$ cat config.mk
export PLATFORM = sky130hd
export DESIGN_NAME = hazard_scoreboard
export DESIGN_NICKNAME = d
export VERILOG_FILES = /design/src/rtl/hazard_scoreboard.sv
export SDC_FILE = /design/constraint.sdc
export NUM_CORES = 1
export LEC_CHECK = 0
export CAP_MARGIN = 20
export CELL_PAD_IN_SITES_DETAIL_PLACEMENT = 1
export CELL_PAD_IN_SITES_GLOBAL_PLACEMENT = 1
export CORE_UTILIZATION = 47
export DETAILED_ROUTE_END_ITERATION = 10
export GPL_ROUTABILITY_DRIVEN = 1
export GPL_TIMING_DRIVEN = 0
export HOLD_SLACK_MARGIN = 0.15
export PLACE_DENSITY = 0.93
export SYNTH_ARGS = -nofsm -noshare
export SYNTH_HDL_FRONTEND = slang
export SYNTH_SLANG_ARGS = --single-unit
$ cat constraint.sdc
create_clock -name clk -period 4.7 [get_ports clk]
set_input_delay 0.47 -clock clk [delete_from_list [all_inputs] [get_ports clk]]
set_output_delay 0.47 -clock clk [all_outputs]
set_load 0.005 [all_outputs]
$ cat src/rtl/hazard_scoreboard.sv
// Register-hazard scoreboard: per-register pending-latency counters driving RAW/WAW stalls.
// Optional stall statistics counter enabled by defining HAZARD_SCOREBOARD_STATS_EN.
module hazard_scoreboard #(
   parameter int NREG    = 32,
   parameter int LAT_W   = 3,
   parameter int MAX_LAT = 7
) (
   input  logic                    clk,
   input  logic                    rst_n,
   input  logic                    issue_valid,
   input  logic [$clog2(NREG)-1:0] issue_rs,
   input  logic [$clog2(NREG)-1:0] issue_rt,
   input  logic                    use_rs,
   input  logic                    use_rt,
   input  logic                    wr_en,
   input  logic [$clog2(NREG)-1:0] wr_reg,
   input  logic [LAT_W-1:0]        wr_lat,
   input  logic                    flush,
   output logic                    stall,
   output logic                    issue_fire,
   output logic [NREG-1:0]         pend_mask,
   output logic [31:0]             stall_cycles
);

   localparam logic [LAT_W-1:0] MAX_LAT_V = LAT_W'(MAX_LAT);

   logic [LAT_W-1:0] cnt_q [NREG];
   logic [LAT_W-1:0] cnt_d [NREG];
   logic [NREG-1:0]  pend_mask_q, pend_mask_d;
   logic [LAT_W-1:0] lat_eff;
   logic             wr_live, raw_rs, raw_rt, waw;

   // Hazard detection looks only at the counters as they stand this cycle, so a
   // counter reaching zero releases the stall in that same cycle.
   always_comb begin
      lat_eff    = (wr_lat > MAX_LAT_V) ? MAX_LAT_V : wr_lat;
      wr_live    = wr_en && (wr_reg != '0);
      raw_rs     = use_rs && (issue_rs != '0) && (cnt_q[issue_rs] != '0);
      raw_rt     = use_rt && (issue_rt != '0) && (cnt_q[issue_rt] != '0);
      waw        = wr_live && (cnt_q[wr_reg] > lat_eff);
      stall      = issue_valid && !flush && (raw_rs || raw_rt || waw);
      issue_fire = issue_valid && !stall && !flush;
   end

   // NOTE: every signal written here gets a default first, so no path leaves it unassigned and no latch is inferred.
   always_comb begin
      cnt_d[0]    = '0;
      pend_mask_d = '0;
      for (int i = 1; i < NREG; i++) begin
         cnt_d[i] = (cnt_q[i] != '0) ? cnt_q[i] - LAT_W'(1) : cnt_q[i];
      end
      if (issue_fire && wr_live) begin
         cnt_d[wr_reg] = lat_eff;
      end
      for (int i = 1; i < NREG; i++) begin
         pend_mask_d[i] = (cnt_d[i] != '0);
      end
   end

   // NOTE: the counter array is reset explicitly: a stale nonzero count left over from before reset would raise spurious stalls.
   // NOTE: sequential state uses non-blocking assignments so all flops update together at the edge.
   always_ff @(posedge clk or negedge rst_n) begin
      if (!rst_n) begin
         for (int i = 0; i < NREG; i++) begin
            cnt_q[i] <= '0;
         end
         pend_mask_q <= '0;
      end else begin
         for (int i = 0; i < NREG; i++) begin
            cnt_q[i] <= cnt_d[i];
         end
         pend_mask_q <= pend_mask_d;
      end
   end

   assign pend_mask = pend_mask_q;

`ifdef HAZARD_SCOREBOARD_STATS_EN
   logic [31:0] stall_cycles_q, stall_cycles_d;

   always_comb begin
      stall_cycles_d = stall_cycles_q;
      if (stall && (stall_cycles_q != '1)) begin
         stall_cycles_d = stall_cycles_q + 32'd1;
      end
   end

   always_ff @(posedge clk or negedge rst_n) begin
      if (!rst_n) begin
         stall_cycles_q <= '0;
      end else begin
         stall_cycles_q <= stall_cycles_d;
      end
   end

   assign stall_cycles = stall_cycles_q;
`else
   assign stall_cycles = '0;
`endif

endmodule

# Yosys cells after proc, flatten, opt, wreduce, memory -nomap -nowiden
# Cells that the tools add are included.
[word_totals] register_bits=127 inputBits=25 output_inout_bits=66 elab_cells=201
[op_classes] add_sub_neg=31 order_cmp=6 mux=45 bitwise_logic=3 reduce_logical=83
[op_table] op="$reduce_bool 3->1" count=64
[op_table] op="$mux 3" count=39
[op_table] op="$bwmux 96" count=1
[op_table] op="$mux 96" count=1
[op_table] op="$sub 3x1->3 const B" count=31
[op_table] op="$bmux 3 s5" count=3
[op_table] op="$ge 6x6->1 const B" count=3
[op_table] op="$not 5->6" count=3
[op_table] op="$demux 3 s5" count=1
[op_table] op="$reduce_bool 5->1" count=3
[op_table] op="$logic_and 1x1->1" count=12
[op_table] op="$lt 6x1->1 const B" count=1
[op_table] op="$gt 3x3->1" count=1
[op_table] op="$gt 3x3->1 const B" count=1
[op_table] op="$logic_not 1->1" count=2
[op_table] op="$logic_or 1x1->1" count=2

# Logic depth before layout (Yosys ltp)
# Gate-level depths: netlist of run 1.
[logic_depth] word_depth=15 mapped_depth=16

# Worst setup path before layout of run 1
# OpenSTA, ideal clock, no wires.
[synth_timing] kind="input to register" from="input wr_reg[0]" to="register cnt_q[27] (netlist bit)" arrival_time_ns=4.371 setup_slack_ns=0.203 stages=14 path_buffers=5 cell_sequence="buf_2 buf_1 buf_2 mux4_2 a221oi_1 o21ai_0 ha_1 a21o_1 a21oi_1 o311ai_4 buf_6 or4_4 buf_6 mux2_4"
[synth_lines] item="from (decl)" line_no="16" text="input logic [$clog2(NREG)-1:0] wr_reg,"
[synth_lines] item="to (signal, indexed assignment)" line_no="70" text="cnt_q[i] <= cnt_d[i];"
[synth_lines] item="to (decl)" line_no="27" text="logic [LAT_W-1:0] cnt_q [NREG];"

# Worst setup path after layout of run 1
[layout_timing] from="input wr_reg[1]" to="output issue_fire"
[layout_via] elab_chain_len=11 elab_cells_between_ends=13 cone_classes="order compare (1); mux (3); bitwise (1); reduce/logical (8)"
[layout_lines] item="$not 5->6 (not written as such)" line_no="40" text="waw = wr_live && (cnt_q[wr_reg] > lat_eff);"
[layout_lines] item="$bmux 3 s5" line_no="40"
[layout_lines] item="$mux 3 (not written as such) (2 in a row)" line_no="40"
[layout_lines] item="$gt 3x3->1" line_no="40"
[layout_lines] item="$logic_and 1x1->1 *" line_no="40"
[layout_lines] item="$logic_or 1x1->1 *" line_no="41" text="stall = issue_valid && !flush && (raw_rs || raw_rt || waw);"
[layout_lines] item="$logic_and 1x1->1 *" line_no="41"
[layout_lines] item="$logic_not 1->1 *" line_no="42" text="issue_fire = issue_valid && !stall && !flush;"
[layout_lines] item="$logic_and 1x1->1 * (2 in a row)" line_no="42"
[layout_lines] item="to (decl)" line_no="20" text="output logic issue_fire,"
# Mark *: on every way between the ends. The rest lies on a longest branch, timed or not. The select of a mux whose other input is x is not followed.

==> results.ini, run 1 <==
[logic_synthesis]
synth_warnings = 0
ys_types = 63
synth_area_leaders = dfrtp_1 31%, ha_1 12%, mux4_2 7.5%
syn_avg_cell_area_sq_um = 10.6
ys_ff_latch = 127
syn_area_sq_um = 10200
synthFlopType = dfrtp_1
synthArstFlopShare_pct = 100
seq_area_frac_synth_pct = 31.1
yosys-top-cells-count = 131 x inv_1, 127 x dfrtp_1, 96 x ha_1
yosys.area.top_type = dfrtp_1
yosysMostFrequentCell = inv_1
yosysTopAreaCellShare_pct = 31.1
synth_cells = 967
synth_edf_count = 0

[setup_path]
critPathCaptureType = output port
required_ps = 4230
reg2reg_from = cnt_q[4]
path_max_fanout = 19
startpoint = wr_reg[1]
worstPathArrival_ps = 4150
path_class = in -> out
r2r_slack_ps = 640
critPathLaunchType = primary input

[grt]
grt_usage_pct = 31.3
grt_pass1_vias = 9006
overflow = 0
antenna_found_initial = 0
grt_start_max_net_pins = 72
grt_first_pass_wirelength_um = 51700

[place]
port_buffers = 53
gp_congestion = 1.02
place_area_sq_um = 11300
dp_cells = 1331
post-place-ws_ps = -1060
place_hpwl_um = 23900

[finish]
fill_cells = 2272
fin_area_sq_um = 11900
final_cells = 1362
fin_util_pct = 56.3
drive_gt1_share_pct = 20.7
areaGrowthSynthToFinish_pct = 16.5
n_antenna_cell = 0
multi_input_area_sq_um = 6140
final_nets = 1196
seqCellArea_sq_um = 3180

[die]
fp.dieW_um = 149
io_pins = 91
fp-row-count = 53
die-area_sq_um = 22300
fp.dieH_um = 149
start_util_pct = 48.3
core_area_sq_um = 21200

[drt]
wl_um = 33700
antenna_left = 0
drt_iter0_markers = 616
drtPass1Iterations = 5
vias = 8281
via_per_inst = 6.08
drc = 0
wl_per_cell_um = 24.7

[power]
p_total_mw = 7.19
switching_share_pct = 40.8
vdd_drop_max_uv = 298
clkPwrFrac_pct = 19.6
p_per_area_nw_per_um2 = 604
p_switching_mw = 2.93
pwr-share-comb_pct = 52.2
leakagePower_nw = 5.30
internal_power_mw = 4.26
seqPwrFrac_pct = 28.3

[run_status]
status = complete, no violations

[clock_tree]
cts-htree-levels = 4
clockRootBuffer = clkbuf_16
cts_tree = yes
cts_made_buffers = 17
clockBufferDepth = 2
clock_sinks = 127
path_clk_slew_ps = 60
insertion_delay_ps = 430

[worst_hold_path]
hp-class = in -> async

[timing]
maxSlewViolCount = 0
fmax_ghz = 0.216
finClkSkew_ps = 10.0
rsz0062_at_grt = false
period_minus_slack_ps = 4620
hold_viol = 0
final.setup.worst_slack_ps = 79.4
period_share_pct = 98.3
finalSetupTns_ps = 0
setup_viol = 0
tightest_slew_ps = 1030
relSlewSlack_pct = 31.4
holdWs_ps = 611

[job]
drv_cap = 0

## worst max-delay path, cell delays in order
cell	delay [ps]
clkbuf_2	250
clkbuf_4	350
clkbuf_4	320
mux4_2	380
a221oi_1	300
o21ai_0	140
ha_1	370
a21o_1	170
a21oi_1	240
o311ai_4	180
buf_12	220
nor3b_1	190
clkdlybuf4s50_1	540
## registers in the layout, indices dropped and copies added, names as in the netlist
signal / cells
cnt_q: 96
pend_mask: 31
## path summary, 6_finish.rpt
path	endpoint	depth (start not counted)
min in group clk	cnt_q[73]	2
worst min register to register	cnt_q[73]	2
worst max-delay path	issue_fire	13
worst min-delay path	cnt_q[5]	2
worst max register to register	cnt_q[32]	12
max in group asynchronous	pend_mask[12]	3
## area by class of cell
type / count / share of cell area (%)
Inverter: 131 / 4.13
Clock inverter: 7 / 1.13
Clock buffer: 24 / 3.88
Sequential cell: 127 / 26.7
Multi-Input combinational cell: 659 / 51.6
Timing Repair Buffer: 56 / 4.84
Tap cell: 275 / 2.89
Buffer: 83 / 4.85
## power groups by stage
stage	clock network, mW	logic, mW	registers (mW)
after floorplan	0	2.59	1.84
after global placement	0	3.25	1.97
after detailed placement	0	3.57	2.00
after CTS	1.42	3.72	2.00
after global routing	1.46	4.07	2.06
final	1.41	3.75	2.03
## repair_timing
item	4_1_cts	5_1_grt
setup buffers	1	0
resized for setup	14	5
hold buffers	1	0
endpoints found under the setup margin	119	2
pin swaps	1	1
endpoints found under the hold margin	70	0
## placed cells by master (no fill, tap or decap), types with 4 or more instances in the layout
cell type	count
inv_1	131
dfrtp_1	127
ha_1	96
a21oi_1	64
clkdlybuf4s50_1	52
mux2_2	48
mux2i_1	45
nor2_1	39
buf_4	36
conb_1	36
mux4_2	34
xnor2_1	31
nor3_1	30
clkbuf_1	29
nor2b_1	24
mux2_4	24
and3_1	20
nor4_1	18
nand2_1	17
nor4_4	17
clkbuf_16	17
buf_6	13
nand3b_1	12
nand3_1	11
mux2_1	10
buf_2	7
nor3b_1	6
or4_1	6
a2111oi_0	5
or4_4	5
o21ai_0	4
a311oi_1	4
bufinv_16	4
## metal layers
layer	vias up	track usage (%)	wire [um]
li1	3553	-	-
met5	-	0	0
met3	138	6.95	2510
met1	4177	36.2	12800
met4	0	17.7	1660
met2	413	53.5	16700
## cell families after synthesis
kind of cell | after synthesis | share of synthesized area [%]
buffers and inverters | 216 | 10.2
AO/OA/AOI/OAI | 113 | 7.32
XOR/XNOR | 31 | 2.66
other | 1 | 0.0367
adder cells (fa/ha/maj) | 96 | 11.7
flip-flops | 127 | 31.1
AND/OR/NAND/NOR | 222 | 15.2
multiplexers | 161 | 21.8
(Power assumes the default switching activity.)
==> run 2, diff against run 1 <==
--- a/config.mk
+++ b/config.mk
@@ -5,14 +5,16 @@
 export SDC_FILE = /design/constraint.sdc
 export NUM_CORES = 1
 export LEC_CHECK = 0
+export ABC_AREA = 0
 export CAP_MARGIN = 20
 export CELL_PAD_IN_SITES_DETAIL_PLACEMENT = 1
 export CELL_PAD_IN_SITES_GLOBAL_PLACEMENT = 1
 export CORE_UTILIZATION = 47
+export CTS_CLUSTER_DIAMETER = 200
 export DETAILED_ROUTE_END_ITERATION = 10
 export GPL_ROUTABILITY_DRIVEN = 1
 export GPL_TIMING_DRIVEN = 0
-export HOLD_SLACK_MARGIN = 0.15
+export HOLD_SLACK_MARGIN = 0.06
 export PLACE_DENSITY = 0.93
 export SYNTH_ARGS = -nofsm -noshare
 export SYNTH_HDL_FRONTEND = slang
==> results.ini, run 2 (synthesis results as in run 1) <==
[place]
post-place-ws_ps = -1060  ; unchanged
dp_cells = 1331  ; unchanged
place_area_sq_um = 11300  ; unchanged
port_buffers = 53  ; unchanged
place_hpwl_um = 23900  ; unchanged
gp_congestion = 1.02  ; unchanged

[clock_tree]
clockBufferDepth = 2  ; unchanged
cts_made_buffers = 17  ; unchanged
clockRootBuffer = clkbuf_16  ; unchanged
cts-htree-levels = 4  ; unchanged
cts_tree = yes  ; unchanged
clock_sinks = 127  ; unchanged
insertion_delay_ps = 430  ; about the same
path_clk_slew_ps = 60  ; about the same
cts_hold_buf = 0  ; was 1

[setup_path]
r2r_cells = 12  ; unchanged
critPathCaptureType = output port  ; unchanged
path_class = in -> out  ; unchanged
reg2reg_from = cnt_q[4]  ; unchanged
path_max_fanout = 19  ; unchanged
regToRegEndpoint = cnt_q[32]  ; unchanged
worstPathArrival_ps = 4140  ; was 4150 ps
required_ps = 4230  ; about the same
r2r_slack_ps = 640  ; about the same
critPathLaunchType = primary input  ; unchanged

[grt]
grt_usage_pct = 31.3  ; unchanged
grt_start_max_net_pins = 72  ; unchanged
overflow = 0  ; unchanged
grt_first_pass_wirelength_um = 51700  ; unchanged
grt_util_met3_pct = 6.95  ; unchanged
grt.busiest_layer = met2  ; unchanged
grt_util_met1_pct = 36.2  ; unchanged
antenna_found_initial = 0  ; unchanged
grt_pass1_vias = 9006  ; unchanged
met2_usage_pct = 53.5  ; unchanged

[timing]
rsz0062_at_grt = false  ; unchanged
tightest_slew_ps = 1020  ; was 1030 ps
holdWs_ps = 46.7  ; was 611 ps
setup_viol = 0  ; unchanged
period_share_pct = 98.1  ; was 98.3%
hold_viol = 0  ; unchanged
relSlewSlack_pct = 31.7  ; was 31.4%
finClkSkew_ps = 9.98  ; was 10.0 ps
period_minus_slack_ps = 4610  ; was 4620 ps
fmax_ghz = 0.217  ; was 0.216 GHz
maxSlewViolCount = 0  ; unchanged
final.setup.worst_slack_ps = 90.4  ; was 79.4 ps

[drt]
antenna_left = 0  ; unchanged
drt_iter0_markers = 615  ; was 616
via_per_inst = 6.09  ; was 6.08
wl_um = 33700  ; about the same
wl_per_cell_um = 24.8  ; was 24.7 um
drtPass1Iterations = 5  ; unchanged
drc = 0  ; unchanged
vias = 8295  ; was 8281

[finish]
largest_register_ffs = 96  ; unchanged
final_common_cell = inv_1  ; unchanged
fin_util_pct = 56.2  ; was 56.3%
fin_area_sq_um = 11900  ; about the same
top_register = cnt_q  ; unchanged
drive_gt1_share_pct = 20.7  ; about the same
final_nets = 1195  ; was 1196
fill_cells = 2271  ; was 2272
layout_common_cells = 131 x inv_1, 127 x dfrtp_1, 96 x ha_1  ; unchanged
final_cells = 1361  ; was 1362
n_antenna_cell = 0  ; unchanged
areaGrowthSynthToFinish_pct = 16.4  ; was 16.5%

[die]
start_util_pct = 48.3  ; unchanged
core_area_sq_um = 21200  ; unchanged
io_pins = 91  ; unchanged
fp.dieW_um = 149  ; unchanged
fp.dieH_um = 149  ; unchanged
fp-row-count = 53  ; unchanged
die-area_sq_um = 22300  ; unchanged

[power]
internal_power_mw = 4.26  ; about the same
p_switching_mw = 2.93  ; about the same
clkPwrFrac_pct = 19.6  ; about the same
switching_share_pct = 40.8  ; about the same
pwr-share-comb_pct = 52.1  ; was 52.2%
vdd_drop_max_uv = 298  ; about the same
p_per_area_nw_per_um2 = 604  ; about the same
leakagePower_nw = 5.30  ; about the same
seqPwrFrac_pct = 28.2  ; was 28.3%

[run_status]
status = complete, no violations  ; unchanged

[job]
drv_cap = 0  ; unchanged

[worst_hold_path]
hp-class = in -> async  ; unchanged

-- run 2: cell count changes in the layout (fill, tap and decap cells not counted), sizes merged --
cell | previous run | this run
dlygate4sd3 | 1 | 0
-- run 2: worst max-delay path by stage --
stage / cells after the start / from / slack, ps / endpoint
2_1_floorplan: 14 / wr_reg[0] / 200 / cnt_q[27]
3_3_place_gp: 1 / rst_n / -2060 / pend_mask[22]
3_5_place_dp: 15 / wr_reg[0] / -1060 / stall
4_1_cts: 13 / wr_reg[2] / 70 / issue_fire
5_1_grt: 15 / wr_reg[1] / 0.5 / issue_fire
6_report: 13 / wr_reg[1] / 90 / stall
-- run 2: what timing repair did --
action	4_1_cts	5_1_grt
pin swaps	1	1
setup buffers	1	0
setup endpoints to repair	119	2
gates resized for setup	14	5
-- run 2: cell type report --
cell class / count / area (sq um) / area share (%)
well taps: 275 / 344 / 2.89
clock buffers: 24 / 462 / 3.88
multi-input cells: 659 / 6140 / 51.6
flip-flops and latches: 127 / 3180 / 26.7
plain buffers: 83 / 578 / 4.86
inverters: 131 / 492 / 4.13
clock inverters: 7 / 135 / 1.14
repair buffers: 55 / 567 / 4.76
-- run 2: power groups by stage --
| stage | Sequential [mW] | Clock (mW) | Combinational [mW] |
|---|---|---|---|
| after CTS | 2.00 | 1.42 | 3.72 |
| after global placement | 1.97 | 0 | 3.25 |
| after global routing | 2.06 | 1.46 | 4.07 |
| final | 2.03 | 1.41 | 3.75 |
| after detailed placement | 2.00 | 0 | 3.57 |
| after floorplan | 1.84 | 0 | 2.59 |
-- run 2: routing by layer --
| layer | vias up | part of all wire [%] |
|---|---|---|
| li1 | 3552 | - |
| met1 | 4181 | 38 |
| met2 | 418 | 49 |
| met3 | 144 | 7.2 |
| met4 | 0 | 5.1 |
| met5 | - | 0 |
-- run 2: per-stage QoR --
| step | setup TNS (ps) | total power, mW |
|---|---|---|
| floorplan | 0 | 4.44 |
| global placement | -332460 | 5.22 |
| detailed placement | -77280 | 5.57 |
| CTS | 0 | 7.14 |
| global route | 0 | 7.59 |
| finish | 0 | 7.19 |
-- run 2: critical path, stage by stage --
cell and delay [ps]:
clkbuf_2 240, clkbuf_4 340, clkbuf_4 320, mux4_2 390
a221oi_1 300, o21ai_0 170, ha_1 370, nand3_1 130
nand2_1 100, o311ai_4 410, buf_12 250, o21a_1 130
clkdlybuf4s50_1 490
==> run 3, diff against run 2 <==
--- a/config.mk
+++ b/config.mk
@@ -9,13 +9,13 @@
 export CAP_MARGIN = 20
 export CELL_PAD_IN_SITES_DETAIL_PLACEMENT = 1
 export CELL_PAD_IN_SITES_GLOBAL_PLACEMENT = 1
-export CORE_UTILIZATION = 47
+export CORE_UTILIZATION = 45
 export CTS_CLUSTER_DIAMETER = 200
 export DETAILED_ROUTE_END_ITERATION = 10
 export GPL_ROUTABILITY_DRIVEN = 1
 export GPL_TIMING_DRIVEN = 0
-export HOLD_SLACK_MARGIN = 0.06
-export PLACE_DENSITY = 0.93
+export HOLD_SLACK_MARGIN = 0.03
+export PLACE_DENSITY = 0.9
 export SYNTH_ARGS = -nofsm -noshare
 export SYNTH_HDL_FRONTEND = slang
 export SYNTH_SLANG_ARGS = --single-unit
==> results.ini, run 3 (synthesis results as in run 1) <==
[run_status]
status = complete, but fails checks  ; was complete, no violations
violations = DRC

[setup_path]
cpPeakStageDelay_ps = 630  ; was 490 ps
path_class = in -> out  ; unchanged
regToRegEndpoint = cnt_q[87]  ; was cnt_q[32]
r2r_slack_ps = 680  ; was 640 ps
worstPathArrival_ps = 4120  ; was 4140 ps
reg2reg_from = cnt_q[4]  ; unchanged
crit_top_cell = clkdlybuf4s50_1  ; was clkbuf_4
critical-path-top-delay-family = buffers and inverters  ; unchanged
worst-path-buf-inv = 5  ; unchanged
crit_end = stall  ; unchanged
slowest_stage = clkdlybuf4s50_1  ; unchanged
crit_path_cell_trace = clkdlybuf4s50_1, clkbuf_1, nand2_1, o32ai_1, nor4_1, a211oi_1, a31o_2, buf_2, buf_4, o21a_1, clkdlybuf4s50_1  ; was clkbuf_2, clkbuf_4, clkbuf_4, mux4_2, a221oi_1, o21ai_0, ha_1, nand3_1, nand2_1, o311ai_4, buf_12, o21a_1, clkdlybuf4s50_1
startpoint = issue_rt[0]  ; was wr_reg[1]
critPathLaunchType = primary input  ; unchanged
required_ps = 4230  ; about the same
critPathCaptureType = output port  ; unchanged
r2r_cells = 12  ; unchanged
path_depth = 11  ; was 13
path_max_fanout = 10  ; was 19

[grt]
grt_start_max_net_pins = 72  ; unchanged
grt_util_met1_pct = 34.4  ; was 36.2%
grt_util_met3_pct = 6.23  ; was 6.95%
grt.busiest_layer = met2  ; unchanged
overflow = 0  ; unchanged
grt_pass1_vias = 9051  ; was 9006
met2_usage_pct = 50.0  ; was 53.5%
grt_usage_pct = 29.5  ; was 31.3%
antenna_found_initial = 0  ; unchanged
grt_first_pass_wirelength_um = 51800  ; was 51700 um

[die]
fp-row-count = 54  ; was 53
core_area_sq_um = 22000  ; was 21200 sq um
start_util_pct = 46.4  ; was 48.3%
fp.dieH_um = 153  ; was 149 um
die-area_sq_um = 23300  ; was 22300 sq um
fp.dieW_um = 153  ; was 149 um
io_pins = 91  ; unchanged

[timing]
period_share_pct = 97.7  ; was 98.1%
relSlewSlack_pct = 35.4  ; was 31.7%
hold_viol = 0  ; unchanged
setup_viol = 0  ; unchanged
tightest_slew_ps = 967  ; was 1020 ps
fmax_ghz = 0.218  ; was 0.217 GHz
maxSlewViolCount = 0  ; unchanged
period_minus_slack_ps = 4590  ; was 4610 ps
finClkSkew_ps = 10.3  ; was 9.98 ps
final.setup.worst_slack_ps = 106  ; was 90.4 ps

[drt]
drtPass1Iterations = 10  ; was 5
wl_um = 33200  ; was 33700 um
drc = 4  ; was 0
drt_iter0_markers = 509  ; was 615
via_per_inst = 6.07  ; was 6.09
wl_per_cell_um = 24.3  ; was 24.8 um
antenna_left = 0  ; unchanged
vias = 8293  ; was 8295

[clock_tree]
cts_hold_buf = 0  ; unchanged
cts_made_buffers = 17  ; unchanged
cts_tree = yes  ; unchanged
insertion_delay_ps = 440  ; was 430 ps
cts-htree-levels = 4  ; unchanged
path_clk_slew_ps = 60  ; about the same
clockRootBuffer = clkbuf_16  ; unchanged
clock_sinks = 127  ; unchanged
clockBufferDepth = 2  ; unchanged

[finish]
final_common_cell = inv_1  ; unchanged
layout_common_cells = 131 x inv_1, 127 x dfrtp_1, 96 x ha_1  ; unchanged
final_cells = 1367  ; was 1361
largest_register_ffs = 96  ; unchanged
drive_gt1_share_pct = 21.4  ; was 20.7%
top_register = cnt_q  ; unchanged
final_nets = 1195  ; unchanged
fin_area_sq_um = 11900  ; about the same
areaGrowthSynthToFinish_pct = 16.8  ; was 16.4%
n_antenna_cell = 0  ; unchanged
fin_util_pct = 54.2  ; was 56.2%
fill_cells = 2426  ; was 2271

[power]
p_switching_mw = 2.91  ; was 2.93 mW
vdd_drop_max_uv = 244  ; was 298 uV
clkPwrFrac_pct = 20.3  ; was 19.6%
switching_share_pct = 40.8  ; about the same
seqPwrFrac_pct = 28.6  ; was 28.2%
p_per_area_nw_per_um2 = 598  ; was 604 nW/um^2
leakagePower_nw = 5.31  ; was 5.30 nW
pwr-share-comb_pct = 51.1  ; was 52.1%
internal_power_mw = 4.23  ; was 4.26 mW
p_total_mw = 7.14  ; was 7.19 mW

[place]
place_area_sq_um = 11300  ; about the same
post-place-ws_ps = -1140  ; was -1060 ps
dp_cells = 1336  ; was 1331
gp_congestion = 0.977  ; was 1.02
place_hpwl_um = 23800  ; was 23900 um
port_buffers = 53  ; unchanged

[job]
drv_cap = 0  ; unchanged

[worst_hold_path]
hp-class = in -> async  ; unchanged

==> run 3: changes by cell type in the layout (fill, tap and decap cells not counted), moves of 2 or more <==
| cell | previous run | this run |
|---|---|---|
| clkbuf_1 | 29 | 23 |
| clkinvlp_4 | 0 | 5 |
| clkbuf_8 | 1 | 4 |
| buf_8 | 1 | 3 |
| clkinv_2 | 3 | 1 |
| clkinv_4 | 0 | 2 |
==> run 3: power groups by stage <==
stage	Clock (mW)	Combinational [mW]	Sequential, mW
2_1_floorplan	0	2.59	1.84
3_3_place_gp	0	3.25	1.98
3_5_place_dp	0	3.53	2.02
4_1_cts	1.46	3.63	2.02
5_1_grt	1.50	3.99	2.08
6_report	1.45	3.65	2.04
==> run 3: per-layer routing <==
metal / wire (um) / vias up
met2: 16200 / 420
met5: 0 / -
li1: - / 3549
met3: 2390 / 137
met1: 13000 / 4187
met4: 1650 / 0
==> run 3: cell type report <==
| class | count | area [sq um] | share of cell area, % |
|---|---|---|---|
| tap | 280 | 350 | 2.93 |
| clock inverter | 12 | 159 | 1.33 |
| buffer | 83 | 583 | 4.88 |
| multi-input combinational | 659 | 6150 | 51.5 |
| inverter | 131 | 492 | 4.12 |
| sequential | 127 | 3180 | 26.6 |
| timing repair buffer | 55 | 569 | 4.77 |
| clock buffer | 20 | 467 | 3.91 |
==> run 3: how the worst min path moves through the flow <==
stage | to | slack, ps | startpoint
2_1_floorplan | cnt_q[0] | 170 | rst_n
3_3_place_gp | cnt_q[85] | 610 | cnt_q[85]
3_5_place_dp | pend_mask[30] | 540 | rst_n
4_1_cts | pend_mask[30] | 80 | rst_n
5_1_grt | pend_mask[30] | 80 | rst_n
6_report | pend_mask[30] | 50 | rst_n
==> run 3: metrics by stage <==
| step | setup TNS, ps | hold slack [ps] |
|---|---|---|
| 2_1_floorplan | 0 | 174 |
| 3_3_place_gp | -355480 | 610 |
| 3_5_place_dp | -90110 | 540 |
| 4_1_cts | 0 | 81.9 |
| 5_1_grt | -28.6 | 84.9 |
| 6_report | 0 | 48.5 |
==> run 3: timing repair <==
action,CTS,global route
endpoints found under the hold margin,0,0
setup endpoints to repair,126,2
pin swaps,1,0
setup buffers,1,0
resized for setup,16,6
